File: src/rtl/solve_sequencer.sv
//============================================================================
// Module      : solve_sequencer
// Description : Step sequencer for the 4x4 klotski solver. Walks a fixed
//               22-entry placement plan, issuing one tile-mover command per
//               step, carrying board and lock mask between steps, and
//               reporting completion, solved status and a per-step timeout.
// Revision    : 1.0 - initial release
//============================================================================
`timescale 1ns/1ps
`default_nettype none

module solve_sequencer #(
    parameter int TIMEOUT_CYCLES = 1_000_000
) (
    input  logic                   i_clk,
    input  logic                   i_rst_n,
    input  logic                   i_start,
    input  logic [3:0][3:0][3:0]   i_klotski,
    output logic                   o_mn_start,
    output logic [3:0][3:0][3:0]   o_mn_klotski,
    output logic [3:0][3:0]        o_mn_mask,
    output logic [1:0][1:0]        o_mn_target,
    output logic [3:0]             o_mn_number,
    output logic                   o_mn_flag,
    input  logic [3:0][3:0][3:0]   i_mn_klotski,
    input  logic [3:0][3:0]        i_mn_mask,
    input  logic                   i_mn_finished,
    output logic [3:0][3:0][3:0]   o_klotski,
    output logic [4:0]             o_step,
    output logic                   o_busy,
    output logic                   o_done,
    output logic                   o_solved,
    output logic                   o_timeout
);

    localparam logic [2:0] ST_IDLE  = 3'd0;
    localparam logic [2:0] ST_LOAD  = 3'd1;
    localparam logic [2:0] ST_ISSUE = 3'd2;
    localparam logic [2:0] ST_WAIT  = 3'd3;
    localparam logic [2:0] ST_DONE  = 3'd4;
    localparam logic [2:0] ST_FAIL  = 3'd5;

    localparam logic [4:0]  LAST_STEP = 5'd21;
    localparam logic [23:0] WD_LIMIT  = 24'(TIMEOUT_CYCLES - 1);

    logic [2:0]            state;
    logic [3:0][3:0][3:0]  board;
    logic [3:0][3:0]       mask;
    logic [4:0]            step;
    logic [23:0]           watchdog;

    // Plan entry layout: {number[3:0], row[1:0], col[1:0], leave_unlocked}
    logic [8:0]            rom_entry;
    logic [3:0][3:0][3:0]  goal;
    logic                  at_goal;

    // Fixed placement plan: top two rows in pairs, then the left columns of
    // the bottom half, finishing with tiles 12 and 11.
    always_comb begin
        rom_entry = '0;
        case (step)
            5'd0:    rom_entry = {4'd1,  2'd0, 2'd0, 1'b0};
            5'd1:    rom_entry = {4'd2,  2'd0, 2'd1, 1'b0};
            5'd2:    rom_entry = {4'd4,  2'd0, 2'd2, 1'b1};
            5'd3:    rom_entry = {4'd3,  2'd1, 2'd2, 1'b1};
            5'd4:    rom_entry = {4'd4,  2'd0, 2'd3, 1'b0};
            5'd5:    rom_entry = {4'd3,  2'd0, 2'd2, 1'b0};
            5'd6:    rom_entry = {4'd5,  2'd1, 2'd0, 1'b0};
            5'd7:    rom_entry = {4'd6,  2'd1, 2'd1, 1'b0};
            5'd8:    rom_entry = {4'd8,  2'd1, 2'd2, 1'b1};
            5'd9:    rom_entry = {4'd7,  2'd2, 2'd2, 1'b1};
            5'd10:   rom_entry = {4'd8,  2'd1, 2'd3, 1'b0};
            5'd11:   rom_entry = {4'd7,  2'd1, 2'd2, 1'b0};
            5'd12:   rom_entry = {4'd13, 2'd2, 2'd0, 1'b1};
            5'd13:   rom_entry = {4'd9,  2'd2, 2'd1, 1'b1};
            5'd14:   rom_entry = {4'd13, 2'd3, 2'd0, 1'b0};
            5'd15:   rom_entry = {4'd9,  2'd2, 2'd0, 1'b0};
            5'd16:   rom_entry = {4'd14, 2'd2, 2'd1, 1'b1};
            5'd17:   rom_entry = {4'd10, 2'd2, 2'd2, 1'b1};
            5'd18:   rom_entry = {4'd14, 2'd3, 2'd1, 1'b0};
            5'd19:   rom_entry = {4'd10, 2'd2, 2'd1, 1'b0};
            5'd20:   rom_entry = {4'd12, 2'd2, 2'd3, 1'b0};
            5'd21:   rom_entry = {4'd11, 2'd2, 2'd2, 1'b0};
            default: rom_entry = '0;
        endcase
    end

    // Goal board: tiles 1..15 in row-major order, blank in the last cell
    for (genvar r = 0; r < 4; r++) begin : g_goal_row
        for (genvar c = 0; c < 4; c++) begin : g_goal_col
            assign goal[r][c] = ((r == 3) && (c == 3)) ? 4'd0 : 4'(4 * r + c + 1);
        end
    end

    assign at_goal      = (board == goal);
    assign o_mn_klotski = board;
    assign o_mn_mask    = mask;
    assign o_klotski    = board;
    assign o_step       = step;

    // Sequencer state machine with registered command and status outputs
    always_ff @(posedge i_clk or negedge i_rst_n) begin
        if (!i_rst_n) begin
            state       <= ST_IDLE;
            board       <= '0;
            mask        <= '0;
            step        <= '0;
            watchdog    <= '0;
            o_mn_start  <= 1'b0;
            o_mn_target <= '0;
            o_mn_number <= '0;
            o_mn_flag   <= 1'b0;
            o_busy      <= 1'b0;
            o_done      <= 1'b0;
            o_solved    <= 1'b0;
            o_timeout   <= 1'b0;
        end else begin
            o_mn_start <= 1'b0;
            o_done     <= 1'b0;
            o_timeout  <= 1'b0;
            o_busy     <= (state == ST_LOAD) || (state == ST_ISSUE) || (state == ST_WAIT);
            case (state)
                ST_IDLE: begin
                    if (i_start) begin
                        state <= ST_LOAD;
                    end
                end
                ST_LOAD: begin
                    board <= i_klotski;
                    mask  <= '0;
                    step  <= '0;
                    state <= ST_ISSUE;
                end
                ST_ISSUE: begin
                    o_mn_number <= rom_entry[8:5];
                    o_mn_target <= rom_entry[4:1];
                    o_mn_flag   <= rom_entry[0];
                    o_mn_start  <= 1'b1;
                    watchdog    <= '0;
                    state       <= ST_WAIT;
                end
                ST_WAIT: begin
                    // A finish arriving on the expiry cycle still counts
                    if (i_mn_finished) begin
                        board <= i_mn_klotski;
                        mask  <= i_mn_mask;
                        if (step == LAST_STEP) begin
                            state <= ST_DONE;
                        end else begin
                            step  <= step + 5'd1;
                            state <= ST_ISSUE;
                        end
                    end else if (watchdog == WD_LIMIT) begin
                        state <= ST_FAIL;
                    end else if (watchdog != '1) begin
                        watchdog <= watchdog + 24'd1;
                    end
                end
                ST_DONE: begin
                    o_done   <= 1'b1;
                    o_solved <= at_goal;
                    state    <= ST_IDLE;
                end
                ST_FAIL: begin
                    // Board and step are left untouched for post-mortem
                    o_timeout <= 1'b1;
                    o_solved  <= 1'b0;
                    state     <= ST_IDLE;
                end
                default: begin
                    state <= ST_IDLE;
                end
            endcase
        end
    end

endmodule

`default_nettype wire

File: config.mk
export PLATFORM = sky130hd
export DESIGN_NAME = solve_sequencer
export DESIGN_NICKNAME = d
export VERILOG_FILES = /design/src/rtl/solve_sequencer.sv
export SDC_FILE = /design/constraint.sdc
export NUM_CORES = 1
export LEC_CHECK = 0
export BUFFER_PORTS_ARGS = -buffer_cell sky130_fd_sc_hd__buf_2
export CORE_MARGIN = 5
export CORE_UTILIZATION = 40
export DETAILED_ROUTE_END_ITERATION = 10
export PLACE_DENSITY = 0.69
export SYNTH_ARGS = -nofsm -noshare
export SYNTH_HDL_FRONTEND = slang
export SYNTH_SLANG_ARGS = --single-unit
File: constraint.sdc
create_clock -name i_clk -period 2.24 [get_ports i_clk]
set_input_delay 0.112 -clock i_clk [delete_from_list [all_inputs] [get_ports i_clk]]
set_output_delay 0.112 -clock i_clk [all_outputs]
set_load 0.05 [all_outputs]
; After elaboration in Yosys (flattened, before gate mapping)
; Memories as Yosys holds them, arrays and structs flattened. A register that Yosys moved wholly into a read port is not among the register bits.
; Index checks and enable logic that the tools add are counted.
[word_totals]
output_inout_bits = 163
romBits = 288
in_bits = 148
ff_bits = 117
elab_cells = 78
n_memories = 1
[memory_table]
columns = memory, depth, width, read_ports, rd_clocked_by_memory_dff, wr, line_no
row1 = (no name shown), 32, 9, 1, 1, 0, 61  ; case (step)
[op_classes]
eq_ne = 16
muxes = 20
n_reduce_logical = 11
addsub = 2
[op_table]
columns = op, count
row1 = $pmux W64 S2, 1
row2 = $mux W24, 3
row3 = $eq A64 B60 Y1 const B, 1
row4 = $mux W64, 1
row5 = $pmux W24 S2, 1
row6 = $pmux W16 S2, 1
row7 = $add A24 B1 Y24 const B, 1
row8 = $eq A24 B20 Y1 const B, 1
row9 = $ne A24 B24 Y1 const B, 1
row10 = $mux W16, 1
row11 = $mux W3, 4
row12 = $pmux W3 S4, 1
row13 = $mux W5, 2
row14 = $ne A2 B2 Y1 const B, 5
row15 = $pmux W5 S2, 1
row16 = $eq A3 B2 Y1 const B, 2
row17 = $eq A3 B3 Y1 const B, 2
row18 = $reduce_bool A2 Y1, 3
row19 = $add A5 B1 Y5 const B, 1
row20 = $eq A5 B5 Y1 const B, 1
row21 = $reduce_and A2 Y1, 2
row22 = $reduce_and A4 Y1, 1
row23 = $eq A3 B1 Y1 const B, 1
row24 = $logic_not A3 Y1, 1
row25 = other kinds (7), 10

; Depth between registers and ports, before layout
[logic_depth]
word_depth = 5
depth_mapped = 8
depth_no_buf = 7

; Worst setup path before layout
; No wires, ideal clock.
[synth_timing]
path_kind = flip-flop to flip-flop
from = register step[1], in the netlist o_step[1]
to = register step[3], in the netlist o_step[3]
arrival_time_ns = 1.931
path_slack_ns = 0.182
setup_time_ns = 0.127
stages_incl_launch_ff = 9
period_less_slack_ns = 2.058
n_path_buf = 1
path_cell_list = dfrtp_1 inv_1 ha_1 clkbuf_1 nand2_1 o21a_1 nand3_1 a21oi_1 o22ai_1
[synth_between]
elab_chain_len = 4
elab_cells_between_ends = 7
[synth_rtl]
columns = element, line_no
row1 = start: declaration, 49  ; logic [4:0] step;
row2 = start signal: assignment, 150  ; step <= step + 5'd1;
row3 = $add A5 B1 Y5, 150
row4 = $mux W5, 147  ; if (step == LAST_STEP) begin
row5 = $mux W5, 144  ; if (i_mn_finished) begin
row6 = $pmux W5 S2, 122  ; case (state)
; Several ways; a longest one is shown, not always the timed one. The select of a mux whose other input is x is not followed.
; A chain may end at the register's enable or synchronous reset.

; Final worst setup path
[layout_timing]
from = register watchdog[1]
to = register watchdog[1]
[layout_between]
elab_chain_len = 5
elab_cells_between_ends = 10
[layout_rtl]
columns = element, line_no
row1 = start: declaration, 50  ; logic [23:0] watchdog;
row2 = start signal: assignment, 156  ; watchdog <= watchdog + 24'd1;
row3 = $add A24 B1 Y24, 156
row4 = $mux W24, 155  ; end else if (watchdog != '1) begin
row5 = $mux W24, 153  ; end else if (watchdog == WD_LIMIT) begin
row6 = $mux W24, 144
row7 = $pmux W24 S2, 122
; Several ways; a longest one is shown, not always the timed one. The select of a mux whose other input is x is not followed.

==> metrics.txt <==
outcome=completed; Synth top area share=0.446; Yosys top cell by area=dfrtp_1; Min-Delay Path Class=in2reg; WL/cell=between 15 and 20 um; Pleak=a little under 5 nW; I/O Buffers=310; gpl congestion=just under 0.9; routed vias/inst=5.23; Fill cells=around 1.5k; total DRC errors in the routed layout=0; hold slack final=around 0.016 ns; Num CTS Buffers=17; reg2reg setup slack=0.11 ns; aggregate global-route resource usage=0.221; Synth Area in XOR/XNOR=0; register area share after synthesis=0.446; FF+latch count, synth=around 130; Setup Total Neg Slack=0 ns; Vias=about 6.9k; H-Tree Depth=4; Boundary Pins=between 300 and 400; largest family of logic cells by synthesized area=simple AND/OR/NAND/NOR gates; arrival time worst endpoint=2.45 ns; Final Hold Viols=0; RSZ-0062 raised after global routing=no; critical path's top delay family=simple AND/OR/NAND/NOR gates; post-synthesis mux area share=0.0951; Detailed Routing Iterations Pass 1=5; Sink Count=around 130; Mapped Cells=744; number of global-route vias before repair=~6.7k; Worst setup SP type=register; Power Density=between 1500 and 2000 nW/um^2; final setup vio count=0; largest cells by area after synthesis=dfrtp_1 45%, mux2i_1 9.3%, buf_4 6.9%; Synth Area in Adders=0.0177; grt ovf=0; clock latency on the worst-skew pair=just over 0.4 ns; hold path start=i_mn_klotski[40]; Worst Path Required=between 2 and 3 ns; max-slew violations=0; Sequential Area=around 3200 um^2; Synth cell types=57; Cell Chain, Critical Path=ha_1 > nand4_1 > or4_4 > or2_4 > nand2_2 > mux2i_1; Hold Path Depth=3; initial detailed-routing violation count=approximately 500; Worst VDD drop=between 1 and 1.5 mV; critical path class=reg2reg; Die W=143 um; Post-synth EDFFs=0; row cnt=between 40 and 50; RR Startpoint=watchdog[1]; CP bufs+invs=0; post-route ant nets=0; critical path endpoint category=register; starting density of the core=0.409; Rel. slew slack=0.463; largest net degree at the start of global routing=97; multi-input logic area=3200 um^2; CP Max Fanout=9; commonest cells after routing, fill and taps aside=309 x buf_2, 126 x dfrtp_1, 104 x nand2_1, 83 x dlygate4sd3_1, 82 x o21ai_0; Final Cycle Share=0.950; hpwl dp=16,500 um; die height=143 um; layout cell share with drive strength beyond 1=0.356; achievable frequency=470 MHz; Syn-to-layout area delta=41.2%; Synth Area in Compound Gates=0.155; skew final=between 0.01 and 0.015 ns; Final min period=approximately 2.1 ns; synth warn=0; final-stage net count=1,235; reg2reg path depth=6; WL final=about 23,000 um; Max Root-Sink Buffers=2; Crit Reg-Reg Endpoint=watchdog[1]; initial antenna violation count=0; Worst Max-Slew Pin Slew=about 0.79 ns; Hold EP=o_klotski[40]; max incr delay on CP=0.61 ns; root buf cell=clkbuf_16; synthesized area per cell=between 9 and 10 um^2; global-route wire length before repair=approximately 36,000 um; mapped cell area=roughly 7100 um^2; Core Region=17,300 um^2; Critical-path top delay cell=or4_4; Max-cap violations=0; top_reg_cell synth=dfrtp_1; syn nets=roughly 900; Clk pin slew, worst setup/hold paths=~0.06 ns; ys async rst share=1.00; Post-Synth Simple-Gate Area=0.183; TritonCTS clock tree=built; die area=20,400 um^2; most common cell after layout, fill and taps aside=buf_2
-- area by class of cell --
class                           instances  share of cell area
Sequential cell                       126               0.316
Clock buffer                           19              0.0444
Multi-Input combinational cell        496               0.320
Antenna cell                            2            0.000501
Timing Repair Buffer                  427               0.272
Inverter                                9             0.00338
Clock inverter                         13              0.0152
Tap cell                              225              0.0282
-- per-layer routing --
| metal | GRT usage | wire (um) |
|---|---|---|
| met2 | 0.358 | 11400 |
| met5 | 0 | 0 |
| met3 | 0.0476 | 1600 |
| met4 | 0.0545 | 284 |
| met1 | 0.304 | 10000 |
-- cell families (layout without fill, tap and decap cells) --
| kind of cell | count (synthesis) | count (layout) |
|---|---|---|
| buf+inv | 122 | 468 |
| simple gates | 248 | 248 |
| other cells | 0 | 2 |
| compound gates | 171 | 171 |
| flops | 126 | 126 |
| mux | 67 | 67 |
| fa+ha+maj | 10 | 10 |
-- worst max-delay path by stage --
stage | start | end | slack (ns) | depth (start not counted)
6_report | watchdog[1] | watchdog[1] | 0.11 | 6
5_1_grt | watchdog[1] | watchdog[1] | 0.004 | 6
4_1_cts | watchdog[1] | watchdog[1] | 0.01 | 6
3_5_place_dp | watchdog[1] | watchdog[1] | 0.03 | 6
3_3_place_gp | watchdog[1] | watchdog[1] | 0.12 | 6
2_1_floorplan | o_step[1] | o_step[3] | 0.18 | 8
-- through the flow --
step                setup WS [ns]  instance area [um^2]  utilization  total power [mW]  instances
finish                      0.111                  9980        0.577              17.7       1317
detailed placement         0.0251                  8540        0.494              14.8       1200
global route              0.00436                  9980        0.577              18.6       1315
CTS                        0.0100                  9960        0.576              17.7       1314
floorplan                   0.182                  7070            -              12.7        744
global placement            0.122                  8540        0.494              14.7       1200
-- timing repair --
item | 4_1_cts | 5_1_grt
setup buffers | 0 | 0
hold endpoints to repair | 181 | 1
hold buffers | 82 | 1
endpoints found under the setup margin | 0 | 13
resized for setup | 0 | 2
-- state kept, by name, summed over array words and instances, names as in the netlist --
name and count:
o_done 1, o_step 5, o_busy 1, o_timeout 1
o_solved 1, o_mn_start 1, o_mn_flag 1, state 3
o_klotski 64, watchdog 24, o_mn_target 4, o_mn_number 4
o_mn_mask 16
-- synthesized netlist by cell type, drive strengths merged (7+ instances only) --
library cell  number
o21ai             83
nand2            106
and2               8
a32oi              7
clkbuf            33
inv                9
a31oi              9
a22o              16
nor2              21
mux2i             66
ha                10
o211ai             8
nand3             20
nor3              13
nor4bb             7
and3               9
or3               12
buf               80
dfrtp            126
nand4             20
a21oi             16
-- power by group --
part / leakage, nW / switching, mW / internal [mW] / total, mW
clock: 0.278 / 1.09 / 1.69 / 2.78
sequential: 1.61 / 1.08 / 3.27 / 4.35
combinational: 3.08 / 7.80 / 2.76 / 10.6
total: 4.97 / 9.97 / 7.72 / 17.7
-- worst reg2reg max path, delay by kind of cell (launching register included) --
family | cells | cell delay [ns]
AND/OR/NAND/NOR | 4 | 1.21
flip-flops | 1 | 0.39
adder cells (fa/ha/maj) | 1 | 0.24
multiplexers | 1 | 0.21
Power figures use the tool's default switching activity.
